[config.mk]
export PLATFORM = sky130hd
export DESIGN_NAME = xmit_readout_sequencer
export DESIGN_NICKNAME = d
export VERILOG_FILES = /design/src/rtl/xmit_readout_sequencer.sv
export SDC_FILE = /design/constraint.sdc
export NUM_CORES = 1
export LEC_CHECK = 0
export ABC_AREA = 0
export BUFFER_PORTS_ARGS = -buffer_cell sky130_fd_sc_hd__buf_2
export CAP_MARGIN = 20
export CORE_AREA = 2 2 115 117
export CTS_CLUSTER_DIAMETER = 30
export CTS_CLUSTER_SIZE = 12
export DETAILED_ROUTE_END_ITERATION = 8
export DIE_AREA = 0 0 117 119
export PLACE_DENSITY = 0.81
export SLEW_MARGIN = 10
export SYNTH_ARGS = -nofsm -noshare
export SYNTH_HDL_FRONTEND = slang
export SYNTH_SLANG_ARGS = --single-unit
[constraint.sdc]
create_clock -name clk128 -period 2.02 [get_ports clk128]
set_input_delay 0.202 -clock clk128 [delete_from_list [all_inputs] [get_ports clk128]]
set_output_delay 0.202 -clock clk128 [all_outputs]
set_load 0.01 [all_outputs]
[src/rtl/xmit_readout_sequencer.sv]
// Transmit-path frame readout sequencer.
// Polls enabled sources in index order and wraps their blocks in header/trailer words.
module xmit_readout_sequencer #(
    parameter int NSRC    = 4,
    parameter int TIMEOUT = 4096
) (
    input  logic              clk128,
    input  logic              init,
    input  logic              trig,
    input  logic [NSRC-1:0]   enmask,
    input  logic [NSRC-1:0]   src_fst,
    input  logic [NSRC-1:0]   src_lst,
    input  logic [NSRC-1:0]   src_dav,
    input  logic [32*NSRC-1:0] src_dat,
    output logic [NSRC-1:0]   src_req,
    output logic              busy,
    output logic              trig_lost,
    output logic              fsto,
    output logic              lsto,
    output logic              davo,
    output logic [31:0]       dato
);

    localparam int SW = (NSRC > 1) ? $clog2(NSRC) : 1;
    localparam logic [15:0] TLIM = 16'(TIMEOUT - 1);

    typedef enum logic [2:0] {IDLE, HDR, GRANT, NEXT, TRL} state_t;

    state_t          state;
    logic [NSRC-1:0] emask;
    logic [NSRC-1:0] tflag;
    logic [SW-1:0]   sel;
    logic [15:0]     idle_cnt;
    logic [15:0]     frame_cnt;
    logic [15:0]     word_cnt;

    logic            g_dav;
    logic            g_lst;
    logic [31:0]     g_dat;
    logic            first_hit;
    logic [SW-1:0]   first_idx;
    logic            next_hit;
    logic [SW-1:0]   next_idx;

    // First-word flags carry no information the sequencer needs.
    logic unused_fst;
    assign unused_fst = ^src_fst;

    function automatic logic [7:0] pad8(input logic [NSRC-1:0] v);
        logic [7:0] r;
        r = '0;
        r[NSRC-1:0] = v;
        return r;
    endfunction

    // Granted-source mux and lowest/next-higher enabled index search.
    always_comb begin
        g_dav     = 1'b0;
        g_lst     = 1'b0;
        g_dat     = '0;
        first_hit = 1'b0;
        first_idx = '0;
        next_hit  = 1'b0;
        next_idx  = '0;
        for (int i = NSRC - 1; i >= 0; i--) begin
            if (sel == SW'(i)) begin
                g_dav = src_dav[i];
                g_lst = src_lst[i];
                g_dat = src_dat[32*i +: 32];
            end
            if (emask[i]) begin
                first_hit = 1'b1;
                first_idx = SW'(i);
            end
            if (emask[i] && (SW'(i) > sel)) begin
                next_hit = 1'b1;
                next_idx = SW'(i);
            end
        end
    end

    // Frame sequencer; every output is registered here.
    always_ff @(posedge clk128) begin
        if (init) begin
            state     <= IDLE;
            emask     <= '0;
            tflag     <= '0;
            sel       <= '0;
            idle_cnt  <= '0;
            frame_cnt <= '0;
            word_cnt  <= '0;
            src_req   <= '0;
            busy      <= 1'b0;
            trig_lost <= 1'b0;
            fsto      <= 1'b0;
            lsto      <= 1'b0;
            davo      <= 1'b0;
            dato      <= '0;
        end else begin
            davo      <= 1'b0;
            fsto      <= 1'b0;
            lsto      <= 1'b0;
            src_req   <= '0;
            trig_lost <= trig && (state != IDLE);
            unique case (state)
                IDLE: begin
                    if (trig) begin
                        emask <= enmask;
                        busy  <= 1'b1;
                        davo  <= 1'b1;
                        fsto  <= 1'b1;
                        dato  <= {8'hF0, pad8(enmask), frame_cnt};
                        state <= HDR;
                    end
                end
                HDR, NEXT: begin
                    if ((state == HDR) ? first_hit : next_hit) begin
                        sel      <= (state == HDR) ? first_idx : next_idx;
                        src_req  <= NSRC'(1) << ((state == HDR) ? first_idx : next_idx);
                        idle_cnt <= '0;
                        state    <= GRANT;
                    end else begin
                        davo  <= 1'b1;
                        lsto  <= 1'b1;
                        dato  <= {8'hE0, pad8(tflag), word_cnt};
                        state <= TRL;
                    end
                end
                GRANT: begin
                    if (g_dav) begin
                        davo     <= 1'b1;
                        dato     <= g_dat;
                        idle_cnt <= '0;
                        if (word_cnt != 16'hFFFF) begin
                            word_cnt <= word_cnt + 16'd1;
                        end
                        if (g_lst) begin
                            state <= NEXT;
                        end
                    end else if (idle_cnt == TLIM) begin
                        tflag[sel] <= 1'b1;
                        state      <= NEXT;
                    end else begin
                        idle_cnt <= idle_cnt + 16'd1;
                    end
                end
                TRL: begin
                    frame_cnt <= frame_cnt + 16'd1;
                    word_cnt  <= '0;
                    tflag     <= '0;
                    busy      <= 1'b0;
                    state     <= IDLE;
                end
                default: state <= IDLE;
            endcase
        end
    end

endmodule

Word level (Yosys, flattened, before mapping)
Index checks and enable logic that the tools add are counted.
{"block": "word_totals", "word_cells": 130, "romBits": 0, "ff_bits": 102, "output_inout_bits": 41, "in_bits": 147, "latchBits": 0, "ramBits": 0, "mem_count": 0}
{"block": "classes", "n_div": 0, "add_sub_neg": 3, "n_reduce_logical": 25, "mul": 0, "muxes": 58, "order_cmp": 6, "eq_ne": 19, "n_bitwise": 4, "shifts": 1}
{"op": "$mux W32", "n": 7}
{"op": "$pmux W32 S3", "n": 1}
{"op": "$mux W16", "n": 5}
{"op": "$pmux W16 S2", "n": 2}
{"op": "$add A16 B1 Y16 const B", "n": 3}
{"op": "$mux W1", "n": 22}
{"op": "$mux W2", "n": 9}
{"op": "$eq A16 B12 Y1 const B", "n": 1}
{"op": "$ne A16 B16 Y1 const B", "n": 1}
{"op": "$mux W3", "n": 5}
{"op": "$ne A2 B2 Y1 const B", "n": 7}
{"op": "$reduce_and A3 Y1", "n": 4}
{"op": "$ne A3 B3 Y1 const B", "n": 3}
{"op": "$pmux W3 S3", "n": 1}
{"op": "$mux W4", "n": 2}
{"op": "$pmux W4 S2", "n": 1}
{"op": "$eq A3 B2 Y1 const B", "n": 2}
{"op": "$logic_and A1 B1 Y1", "n": 6}
{"op": "$reduce_and A2 Y1", "n": 3}
{"op": "$reduce_bool A2 Y1", "n": 3}
{"op": "$reduce_bool A3 Y1", "n": 2}
{"op": "$reduce_or A2 Y1", "n": 3}
{"op": "$eq A2 B2 Y1 const B", "n": 2}
{"op": "$gt A1 B2 Y1 const A", "n": 2}
{"op": "other kinds (16)", "n": 19}

Longest topological paths before layout
Gate-level depths: netlist of run 1.
{"block": "depth", "depth_word": 9, "mapped_depth": 8, "ltp_nobuf": 6}

Worst setup path before layout of run 1
No wires, ideal clock.
{"block": "synth_path", "kind": "reg-to-reg", "start": "register sel[0]", "end": "register dato[12]", "required_time_ns": 1.895, "n_path_buf": 2, "arrival_ns": 1.851, "period_less_slack_ns": 1.975, "setup_time_ns": 0.125, "path_slack_ns": 0.045, "path_stages_with_launch": 8, "cell_sequence": "dfxtp_1 -> mux4_2 -> and2_1 -> buf_2 -> a21oi_4 -> nand2_4 -> buf_6 -> mux2i_1"}
{"block": "synth_via", "elab_chain_cells": 9, "word_cells_on_any_way": 30, "classes_between": "4 x order compare; 5 x eq/ne; 15 x mux; 6 x reduce/logical"}
{"element": "from (decl)", "line_no": "32", "rtl": "logic [SW-1:0] sel;"}
{"element": "from (signal assigned)", "line_no": "118", "rtl": "sel <= (state == HDR) ? first_idx : next_idx;"}
{"element": "$gt A2 B2 Y1", "line_no": "75", "rtl": "if (emask[i] && (SW'(i) > sel)) begin"}
{"element": "$logic_and A1 B1 Y1", "line_no": "75"}
{"element": "$mux W1 (4 in a row)", "line_no": "75"}
{"element": "$mux W1", "line_no": "117", "rtl": "if ((state == HDR) ? first_hit : next_hit) begin"}
{"element": "$ne A2 B2 Y1 (no source line)"}
{"element": "$reduce_and A4 Y1 (no source line)"}
{"element": "to (signal assigned)", "line_no": "112", "rtl": "dato <= {8'hF0, pad8(enmask), frame_cnt};"}
{"element": "to (signal assigned)", "line_no": "125", "rtl": "dato <= {8'hE0, pad8(tflag), word_cnt};"}
{"element": "to (signal assigned)", "line_no": "132", "rtl": "dato <= g_dat;"}
{"element": "to (decl)", "line_no": "21", "rtl": "output logic [31:0] dato"}
Several ways; a longest one is shown, not always the timed one. The select of a mux whose other input is x is not followed.
A chain may end at the register's enable or synchronous reset.

Worst setup path after layout of run 1
{"block": "layout_path", "start": "register sel[0]", "end": "register idle_cnt[5]"}
{"block": "layout_via", "elab_chain_cells": 9, "word_cells_on_any_way": 26, "classes_between": "4 x order compare; 5 x eq/ne; 11 x mux; 6 x reduce/logical"}
{"element": "$gt A2 B2 Y1", "line_no": "75"}
{"element": "$logic_and A1 B1 Y1", "line_no": "75"}
{"element": "$mux W1 (4 in a row)", "line_no": "75"}
{"element": "$mux W1", "line_no": "117"}
{"element": "$ne A2 B2 Y1 (no source line)"}
{"element": "$reduce_and A3 Y1 (no source line)"}
{"element": "to (signal assigned)", "line_no": "144", "rtl": "idle_cnt <= idle_cnt + 16'd1;"}
{"element": "to (decl)", "line_no": "33", "rtl": "logic [15:0] idle_cnt;"}
Several ways; a longest one is shown, not always the timed one.

==> results of run 1 <==
-- kinds of logic (layout without fill, tap and decap cells) --
group	after synthesis	count (layout)
xor+xnor	23	23
mux	56	56
simple gates	268	268
compound gates	123	123
buf+inv	51	269
fa+ha+maj	3	3
flops	102	102
-- routing by layer --
layer | GRT usage [%] | routed length (um) | up-vias
met4 | 8.309 | 440 | 0
met2 | 43.10 | 8745 | 246
met1 | 32.10 | 6924 | 2812
met3 | 4.835 | 1242 | 36
li1 | - | - | 2767
met5 | 0 | 0 | -
-- sequential cells by signal, indices dropped and copies added (netlist names) --
| name | count |
|---|---|
| dato | 32 |
| frame_cnt | 16 |
| idle_cnt | 16 |
| word_cnt | 16 |
| emask | 4 |
| src_req | 4 |
| tflag | 4 |
| state | 3 |
| sel | 2 |
| busy | 1 |
| davo | 1 |
| fsto | 1 |
| lsto | 1 |
| trig_lost | 1 |
-- synthesized netlist by cell type, types with 4 or more instances --
cell | n | area, sq um
a211oi_1 | 8 | 60.06
and4_1 | 5 | 43.79
nor2_1 | 89 | 334.1
dfxtp_1 | 102 | 2042
inv_1 | 11 | 41.29
clkbuf_1 | 25 | 93.84
mux2i_1 | 22 | 220.2
nand4_1 | 13 | 81.33
nor4_1 | 12 | 75.07
nand3_1 | 33 | 165.2
nor2b_1 | 4 | 25.02
mux4_2 | 34 | 765.7
a21o_1 | 4 | 30.03
or3_1 | 6 | 37.54
nand2b_1 | 22 | 137.6
buf_1 | 4 | 15.01
nand2_1 | 35 | 131.4
o21ai_0 | 17 | 85.08
and3_1 | 6 | 37.54
xnor2_1 | 21 | 183.9
a21oi_1 | 38 | 190.2
buf_2 | 9 | 45.04
o211ai_1 | 4 | 30.03
o221ai_1 | 16 | 140.1
nor3_1 | 18 | 90.09
a31oi_1 | 12 | 75.07
-- per-stage QoR --
stage	utilization [%]	power [mW]	std cells	instance area (sq um)	setup slack (ps)
floorplan	-	4.525	626	5682	44.57
global placement	55.27	5.746	1004	7116	38.01
detailed placement	55.27	5.835	1004	7116	-7.900
CTS	57.88	7.751	1020	7452	14.48
global route	58.30	8.234	1020	7506	-32.43
finish	58.30	7.830	1020	7506	61.54
-- where the power goes --
group / switching, mW / internal (mW) / total [mW]
logic: 1.89 / 1.52 / 3.41
registers: 0.208 / 2.33 / 2.53
clock network: 0.794 / 1.09 / 1.88
-- area by class of cell --
cell class                 instances  area [sq um]  area share (%)
tap                              176         220.2           2.934
sequential                       102          2047           27.27
inverter                          11         41.29          0.5501
clock inverter                     7         97.59           1.300
timing repair buffer             242          1391           18.54
clock buffer                       9         225.2           3.000
multi-input combinational        473          3483           46.41
-- worst min-delay path: stages --
cell and delay, ps:
buf_2 110, nand3_1 60, a21oi_1 60
-- worst max-delay path by stage --
stage	end	start	slack, ps	cells after the start
floorplan	dato[12]$_SDFFE_PP0P_	sel[0]$_SDFFE_PP0P_	40	7
global placement	idle_cnt[4]$_SDFFE_PP0P_	sel[0]$_SDFFE_PP0P_	40	4
detailed placement	idle_cnt[15]$_SDFFE_PP0P_	sel[0]$_SDFFE_PP0P_	-8	7
CTS	dato[7]$_SDFFE_PP0P_	sel[0]$_SDFFE_PP0P_	10	7
global route	word_cnt[5]$_SDFFE_PP0P_	state[2]$_SDFFE_PP0P_	-30	7
finish	idle_cnt[5]$_SDFFE_PP0P_	sel[0]$_SDFFE_PP0P_	60	7
==> run metrics, run 1 <==
worst-path cell chain=mux4_2 > buf_4 > nor2_4 > and2_1 > buf_4 > nand3b_1 > a21oi_1; Top Family by Delay on Critical Path=multiplexers; WS Path Type=register to register; WL final=17,350 um; Worst slew margin=66.31%; final hold viol count=0; Post-CTS Hold Fix Bufs=0; worst reg-to-reg path cell count=7; commonest non-fill, non-tap cell in the layout=buf_2; Layout area overhead=32.11%; Die X-Extent=117 um; TritonCTS clock tree=done; worst hold path class=input port to register; Crit path top cell by count=buf_4; Clock transition at path regs=70 ps; first-pass GRT wire length=27,720 um; CP max stage cell=mux4_2; Mapped Cells=626; # DRC=0; vias in the first global route=5,648; Critical path buffers and inverters=2; WP data required=2300 ps; GRT Total Usage=25.35%; Post-DRT Antenna Nets=0; clk sinks=102; largest net degree at the start of global routing=36; Setup TNS=0 ps; Clock Tree Root=clkbuf_16; GP Congestion=0.9313; Mapped Area=5682 sq um; DRT Pass-1 Iters=7; Initial Utilization=44.13%; FFs w/ async S/R, synth=0%; clk buf depth=2; R2R Setup Slk=60 ps; die height=119 um; R2R Path Start=sel[0]$_SDFFE_PP0P_; Hold Path Sink=emask[2]$_SDFFE_PP0P_; Via density=5.746; Worst Path Max Fanout=5; outcome=complete, no violations; yosys warns=0; CTS Buf Count=9; Cell Rows=42; Power Dens Cells=1043 nW/um^2; Post-CTS Setup Bufs=0; wire per inst=17.01 um; initial antenna violation count=0; H-tree depth=3; CTS resizes=4; Synth Area in Simple Gates=24.31%; max-cap violations=0; Hold WS=124.1 ps; prevailing post-synth register cell=dfxtp_1; initial DRC count=461; CP endpoint kind=register; skew final=7.159 ps; Worst-Margin Slew=504.1 ps; Max rail drop VDD=653.0 uV; Port Buffer Count=183; Ports=188; crit start category=register; Worst path max stage delay=600 ps; worst skew pair latency=350 ps; Synth Net Count=776; number of diodes=0; R2R Path End=idle_cnt[5]$_SDFFE_PP0P_; most frequent cells in the layout=buf_2 (183), dfxtp_1 (100), nor2_1 (88); Slew Limit Fails=0; # fillers=1,091; adder-cell share of the synthesized area=0.6606%; Fmax=0.5106 GHz; Finish-stage setup viols=0; Final Cycle Share=96.95%; FF+latch count, synth=102; leakage power=2.985 nW; hold path start=enmask[2]; critical path arrival=2240 ps; Synth cell types=60; main combinational cell family by area after synthesis=simple AND/OR/NAND/NOR gates; CORE AREA=12,870 sq um; XOR/XNOR Fraction of Synth Area=3.545%; min Tclk post-route=1958 ps; die area=13,920 sq um; Compound-Gate Fraction of Synth Area=14.42%; share of cells above drive strength 1=37.68%; register area share after synthesis=35.94%; dpl hpwl=13,100 um; Vias=5,861; Post-synth EDFFs=0; GRT overflow=0; Post-Syn Area per Cell=9.076 sq um; Hold Path Stages=3; layout net count=989; multiplexer share of the synthesized area=17.35%
No activity file was read; power rests on OpenSTA's default activity.
==> run 2: changes to the inputs <==
Settings changed: ABC_AREA 0 to 1, CORE_AREA 2 2 115 117 to 2 2 117 119, DIE_AREA 0 0 117 119 to 0 0 119 121, PLACE_DENSITY 0.81 to 0.82.
==> run metrics, run 2 <==
outcome=complete, no violations; Synth Net Count=1,116 (+44%); CP max stage cell=dfxtp_1; most frequent cell after synthesis=nand2_1; CTS resizes=0 (-4); Worst slew margin=60.82% (-5.5 points); Ports=188 (unchanged); Post-CTS Setup Bufs=0 (unchanged); Final Cycle Share=90.43% (-6.5 points); Layout area overhead=23.00%; Fmax=0.5474 GHz (+7.2%); Die X-Extent=119 um (+1.7%); WS Path Type=register to register; worst skew pair latency=360 ps (about the same); H-tree depth=3 (unchanged); Mapped Cells=966 (+54%); Clock Tree Root=clkbuf_16; Clock transition at path regs=70 ps (about the same); Reg with most FFs=dato; Mapped Area=6066 sq um (+6.8%); Post-DRT Antenna Nets=0 (unchanged); critical path arrival=2080 ps (-160 ps); skew final=7.602 ps (+0.4432 ps); top post-synthesis cells by area=dfxtp_1 (34%), nand2_1 (13%), nor2_1 (11%); R2R Path Start=state[2]$_SDFFE_PP0P_; Worst-Margin Slew=585.6 ps (+81.50 ps); worst reg-to-reg path cell count=10 (+3); GP Congestion=0.9708 (+4.2%); overall power=6.680 mW (-15%); Post-CTS Hold Fix Bufs=0 (unchanged); initial DRC count=803 (+74%); Worst path max stage delay=440 ps (-160 ps); CP endpoint kind=register; final hold viol count=0 (unchanged); Finish-stage setup viols=0 (unchanged); Post-synth EDFFs=0 (unchanged); WL final=19,700 um (+14%); Slew Limit Fails=0 (unchanged); die height=121 um (+1.7%); first-pass GRT wire length=30,720 um (+11%); register area share after synthesis=33.66% (-2.3 points); Largest register FFs=32 (unchanged); CP Launch Point=state[2]$_SDFFE_PP0P_; dominant cell type by area after synthesis=dfxtp_1; Post-Syn Area per Cell=6.279 sq um (-31%); prevailing post-synth register cell=dfxtp_1; Setup TNS=0 ps (unchanged); worst-path cell chain=inv_2 > nand3_4 > clkinvlp_4 > nand3_4 > nand2_1 > inv_1 > nand2_1 > buf_4 > o21ai_0 > nor2_1; wire per inst=14.89 um (-12%); max-cap violations=0 (unchanged); TritonCTS clock tree=done; hold path start=src_dat[30]; Vias=7,094 (+21%); fin util=57.02% (-1.3 points); WP data required=2270 ps (-30 ps); most frequent cells in the layout=nand2_1 (214), buf_2 (183), nor2_1 (182); GRT Total Usage=26.83% (+1.5 points); min Tclk post-route=1827 ps (-131.8 ps); worst hold path class=input port to register; Synth cell types=40 (-33%); Initial Utilization=46.36% (+2.2 points); leakage power=3.416 nW (+14%); commonest non-fill, non-tap cell in the layout=nand2_1; dpl hpwl=14,720 um (+12%); Hold Path Stages=3 (unchanged); synth cell count leaders=nand2_1 (214), nor2_1 (182), o21ai_0 (112); FFs w/ async S/R, synth=0% (unchanged); Via density=5.362 (-6.7%); crit start category=register; die area=14,400 sq um (+3.4%); Cell Rows=42 (unchanged); Worst Path Max Fanout=30 (+25); yosys warns=0 (unchanged); FF+latch count, synth=102 (unchanged); Max rail drop VDD=397.9 uV (-39%); post-synth top area share=33.66% (-2.3 points); Finished Layout Cells=1,323 (+30%); vias in the first global route=6,304 (+12%); Hold WS=104.7 ps (-19.38 ps); share of cells above drive strength 1=22.51% (-15 points); DRT Pass-1 Iters=5 (-2); layout net count=1,291 (+31%); placed cell count=1,306 (+30%); initial antenna violation count=1 (+1); clk sinks=102 (unchanged); largest net degree at the start of global routing=50 (+39%); Power Dens Cells=895.3 nW/um^2 (-14%); clk buf depth=2 (unchanged); CTS Buf Count=9 (unchanged); GRT overflow=0 (unchanged); # DRC=0 (unchanged); Port Buffer Count=183 (unchanged); CORE AREA=13,090 sq um (+1.6%)
==> run 2: where the power goes <==
group | internal [mW] | switching, mW | total, mW | leakage, nW
combinational | 0.915 | 1.65 | 2.56 | 2.46
sequential | 2.31 | 0.184 | 2.50 | 0.831
clock | 0.831 | 0.788 | 1.62 | 0.128
==> run 2: worst paths after layout <==
| check | endpoint | slack, ps |
|---|---|---|
| setup / recovery | dato[27]$_SDFFE_PP0P_ | 190 |
| hold / removal | dato[30]$_SDFFE_PP0P_ | 100 |
| setup reg to reg | dato[27]$_SDFFE_PP0P_ | 190 |
| hold reg to reg | dato[24]$_SDFFE_PP0P_ | 460 |
==> run 2: logic make-up (layout without fill, tap and decap cells) <==
group | count (synthesis) | count (layout) | share of synthesized area, %
other | 0 | 1 | 0
and+or+nand+nor | 503 | 503 | 35.19
AOI/OAI and AO/OA | 219 | 219 | 19.99
xor gates and xnor gates | 6 | 6 | 0.8663
adders and majority gates | 3 | 3 | 0.6189
buffers and inverters | 132 | 312 | 9.509
muxes | 1 | 1 | 0.1650
DFF | 102 | 102 | 33.66
==> run 2: layer usage <==
metal | share of wire [%] | up-vias | routed length, um | global-route usage (%)
li1 | - | 3523 | - | -
met1 | 42 | 3212 | 8232 | 34.17
met2 | 47 | 314 | 9261 | 44.90
met3 | 8.3 | 45 | 1631 | 4.511
met4 | 2.9 | 0 | 573 | 11.53
met5 | 0 | - | 0 | 0
==> run 2: area by class of cell <==
| class | instances | area (sq um) |
|---|---|---|
| clock inverter | 6 | 38.79 |
| multi-input combinational | 732 | 3447 |
| antenna | 1 | 2.502 |
| tap | 176 | 220.2 |
| clock buffer | 10 | 229.0 |
| fill | 1258 | 5624 |
| sequential | 102 | 2044 |
| timing repair buffer | 209 | 1149 |
| inverter | 87 | 330.3 |
==> run 2: worst max-delay path, delay by kind of cell, from the launching register on <==
kind                   cells  cell delay [ps]
buffers and inverters      4              590
DFF                        1              440
and+or+nand+nor            5              470
AOI/OAI and AO/OA          1              210
==> run 2: through the flow <==
| step | area [sq um] | setup slack (ps) |
|---|---|---|
| after floorplan | 6066 | 467.1 |
| after global placement | 7184 | 162.4 |
| after detailed placement | 7184 | 90.96 |
| after CTS | 7452 | 84.94 |
| after global routing | 7461 | -1.966 |
| final | 7461 | 193.3 |
==> run 3: changes to the inputs <==
Settings changed: CORE_AREA 2 2 117 119 to 2 2 112 114, DIE_AREA 0 0 119 121 to 0 0 114 116, PLACE_DENSITY 0.82 to 0.85.
Clock period 2.02 ns to 1.9 ns, I/O delays scaled along.
==> run metrics, run 3 (synthesis gave the netlist of run 2 again) <==
WP data required=2150 ps (-120 ps); CORE AREA=11,910 sq um (-9.0%); CTS Buf Count=9 (unchanged); Cell Rows=40 (-4.8%); TritonCTS clock tree=done; Finish-stage setup viols=0 (unchanged); Net Sw Power=2.785 mW (+6.3%); commonest non-fill, non-tap cell in the layout=nand2_1; H-tree depth=3 (unchanged); number of diodes=0 (-1); Via density=5.487 (+2.3%); Crit path top cell by count=nand3_2; Setup TNS=0 ps (unchanged); Slew Limit Fails=0 (unchanged); # DRC=0 (unchanged); Power Dens Cells=973.3 nW/um^2 (+8.7%); Initial Utilization=50.92% (+4.6 points); placed cell count=1,289 (-1.3%); vias in the first global route=6,423 (+1.9%); Fmax=0.5664 GHz (+3.5%); FF/Latch Area=2046 sq um (about the same); part of the power in combinational logic=38.1% (-0.3 points); Ports=188 (unchanged); initial antenna violation count=0 (-1); first-pass GRT wire length=30,820 um (+0.32%); cell area after layout=7586 sq um (+1.7%); worst skew pair latency=350 ps (about the same); DR WL met2=9138 um (-1.3%); crit start category=register; final worst slack=134.6 ps (-58.74 ps); sequential power share=35.9% (-1.5 points); worst hold path class=input port to register; Worst-Margin Slew=452.6 ps (-133.0 ps); dpl hpwl=14,670 um (-0.29%); # fillers=1,076 (-14%); largest net degree at the start of global routing=52 (+4.0%); CP endpoint kind=register; critical path arrival=2020 ps (-60 ps); Max rail drop VDD=573.7 uV (+44%); most frequent cells in the layout=nand2_1 (214), buf_2 (183), nor2_1 (182); Port Buffer Count=183 (unchanged); leakage power=3.509 nW (+2.7%); area of the multi-input gates=3452 sq um (+0.15%); CP Launch Point=sel[0]$_SDFFE_PP0P_; Post-DRT Antenna Nets=0 (unchanged); WS Path Type=register to register; placed cell area=7263 sq um (+1.1%); Final Cycle Share=92.92% (+2.5 points); DRT Pass-1 Iters=6 (+1); initial DRC count=986 (+23%); Layout area overhead=25.06%; Worst path max stage delay=400 ps (-40 ps); worst reg-to-reg path cell count=9 (-1); Finished Layout Cells=1,306 (-1.3%); GRT overflow=0 (unchanged); die height=116 um (-4.1%); Reg with most FFs=dato; GRT Total Usage=29.42% (+2.6 points); wire per inst=15.05 um (+1.1%); die area=13,220 sq um (-8.2%); Hold Path Stages=3 (unchanged); skew final=7.312 ps (-0.2897 ps); CP max stage cell=dfxtp_2; Vias=7,166 (+1.0%); Worst slew margin=69.59% (+8.8 points); Die X-Extent=114 um (-4.2%); Worst Path Max Fanout=30 (unchanged); Critical path buffers and inverters=2 (-2); max-cap violations=0 (unchanged); top sig layer=met4; R2R Path Start=sel[0]$_SDFFE_PP0P_; met3 WL=1447 um (-11%); WL final=19,660 um (-0.21%); Sw Share=37.72% (-1.5 points); outcome=complete, no violations; Largest register FFs=32 (unchanged); clk sinks=102 (unchanged); Top Family by Delay on Critical Path=simple AND/OR/NAND/NOR gates; min Tclk post-route=1765 ps (-61.26 ps); met1 WL=8225 um (about the same); layout net count=1,304 (+1.0%); stages on the worst setup path=9 (-1); clock power share=25.9% (+1.7 points); worst-path cell chain=buf_4 > nand3_1 > nand3_2 > nand2_2 > nand2_1 > nand3_2 > buf_12 > o21ai_0 > nor2_1; dpl ws=121.7 ps (+30.69 ps); clk buf depth=2 (unchanged); RSZ-0062 raised after global routing=false; hold path start=src_dat[30]; P_int=4.599 mW (+13%); Clock Tree Root=clkbuf_16; final hold viol count=0 (unchanged); Clock transition at path regs=70 ps (about the same); share of cells above drive strength 1=23.38% (+0.87 points); GP Congestion=0.9632 (-0.78%)
-- run 3: cell count changes in the layout (fill, tap and decap cells not counted), sizes merged --
| cell | change |
|---|---|
| buf | +13 |
| clkbuf | +3 |
| clkinv | -3 |
| bufinv | +1 |
| clkinvlp | -1 |
| diode | -1 |
-- run 3: power groups by stage --
stage / combinational, mW / clock (mW) / sequential (mW)
2_1_floorplan: 1.65 / 0 / 2.78
3_3_place_gp: 2.71 / 0 / 2.69
3_5_place_dp: 2.76 / 0 / 2.69
4_1_cts: 2.77 / 1.93 / 2.64
5_1_grt: 3.09 / 2.02 / 2.68
6_report: 2.82 / 1.91 / 2.65
-- run 3: worst min-delay path, stage by stage --
cell	delay, ps
buf_2	80
a211oi_1	60
nor2_1	90
-- run 3: cell type report --
type | count | area share [%]
timing repair buffer | 222 | 16.76
sequential | 102 | 26.97
clock inverter | 3 | 0.5608
inverter | 87 | 4.354
multi-input combinational | 732 | 45.51
tap | 147 | 2.425
clock buffer | 13 | 3.431
-- run 3: repair_timing --
action / CTS / global route
hold buffers: 0 / 0
gates resized for setup: 0 / 6
setup endpoints to repair: 0 / 48
setup buffers: 0 / 1
-- run 3: stage by stage --
stage               util (%)  hold WS (ps)  power [mW]
global route           63.69         108.3       7.798
CTS                    63.52         95.80       7.346
floorplan                  -         317.3       4.437
detailed placement     60.98         451.5       5.450
finish                 63.69         98.60       7.383
global placement       60.98         446.0       5.400
-- run 3: worst paths after layout --
check	end	slack [ps]
setup reg to reg	dato[21]$_SDFFE_PP0P_	130
hold reg to reg	dato[25]$_SDFFE_PP0P_	460
setup / recovery	dato[21]$_SDFFE_PP0P_	130
hold / removal	dato[30]$_SDFFE_PP0P_	100
-- run 3: layer usage --
| layer | GRT usage [%] | vias up |
|---|---|---|
| met2 | 49.05 | 333 |
| met3 | 3.870 | 66 |
| met4 | 15.12 | 0 |
| li1 | - | 3546 |
| met5 | 0 | - |
| met1 | 37.48 | 3221 |
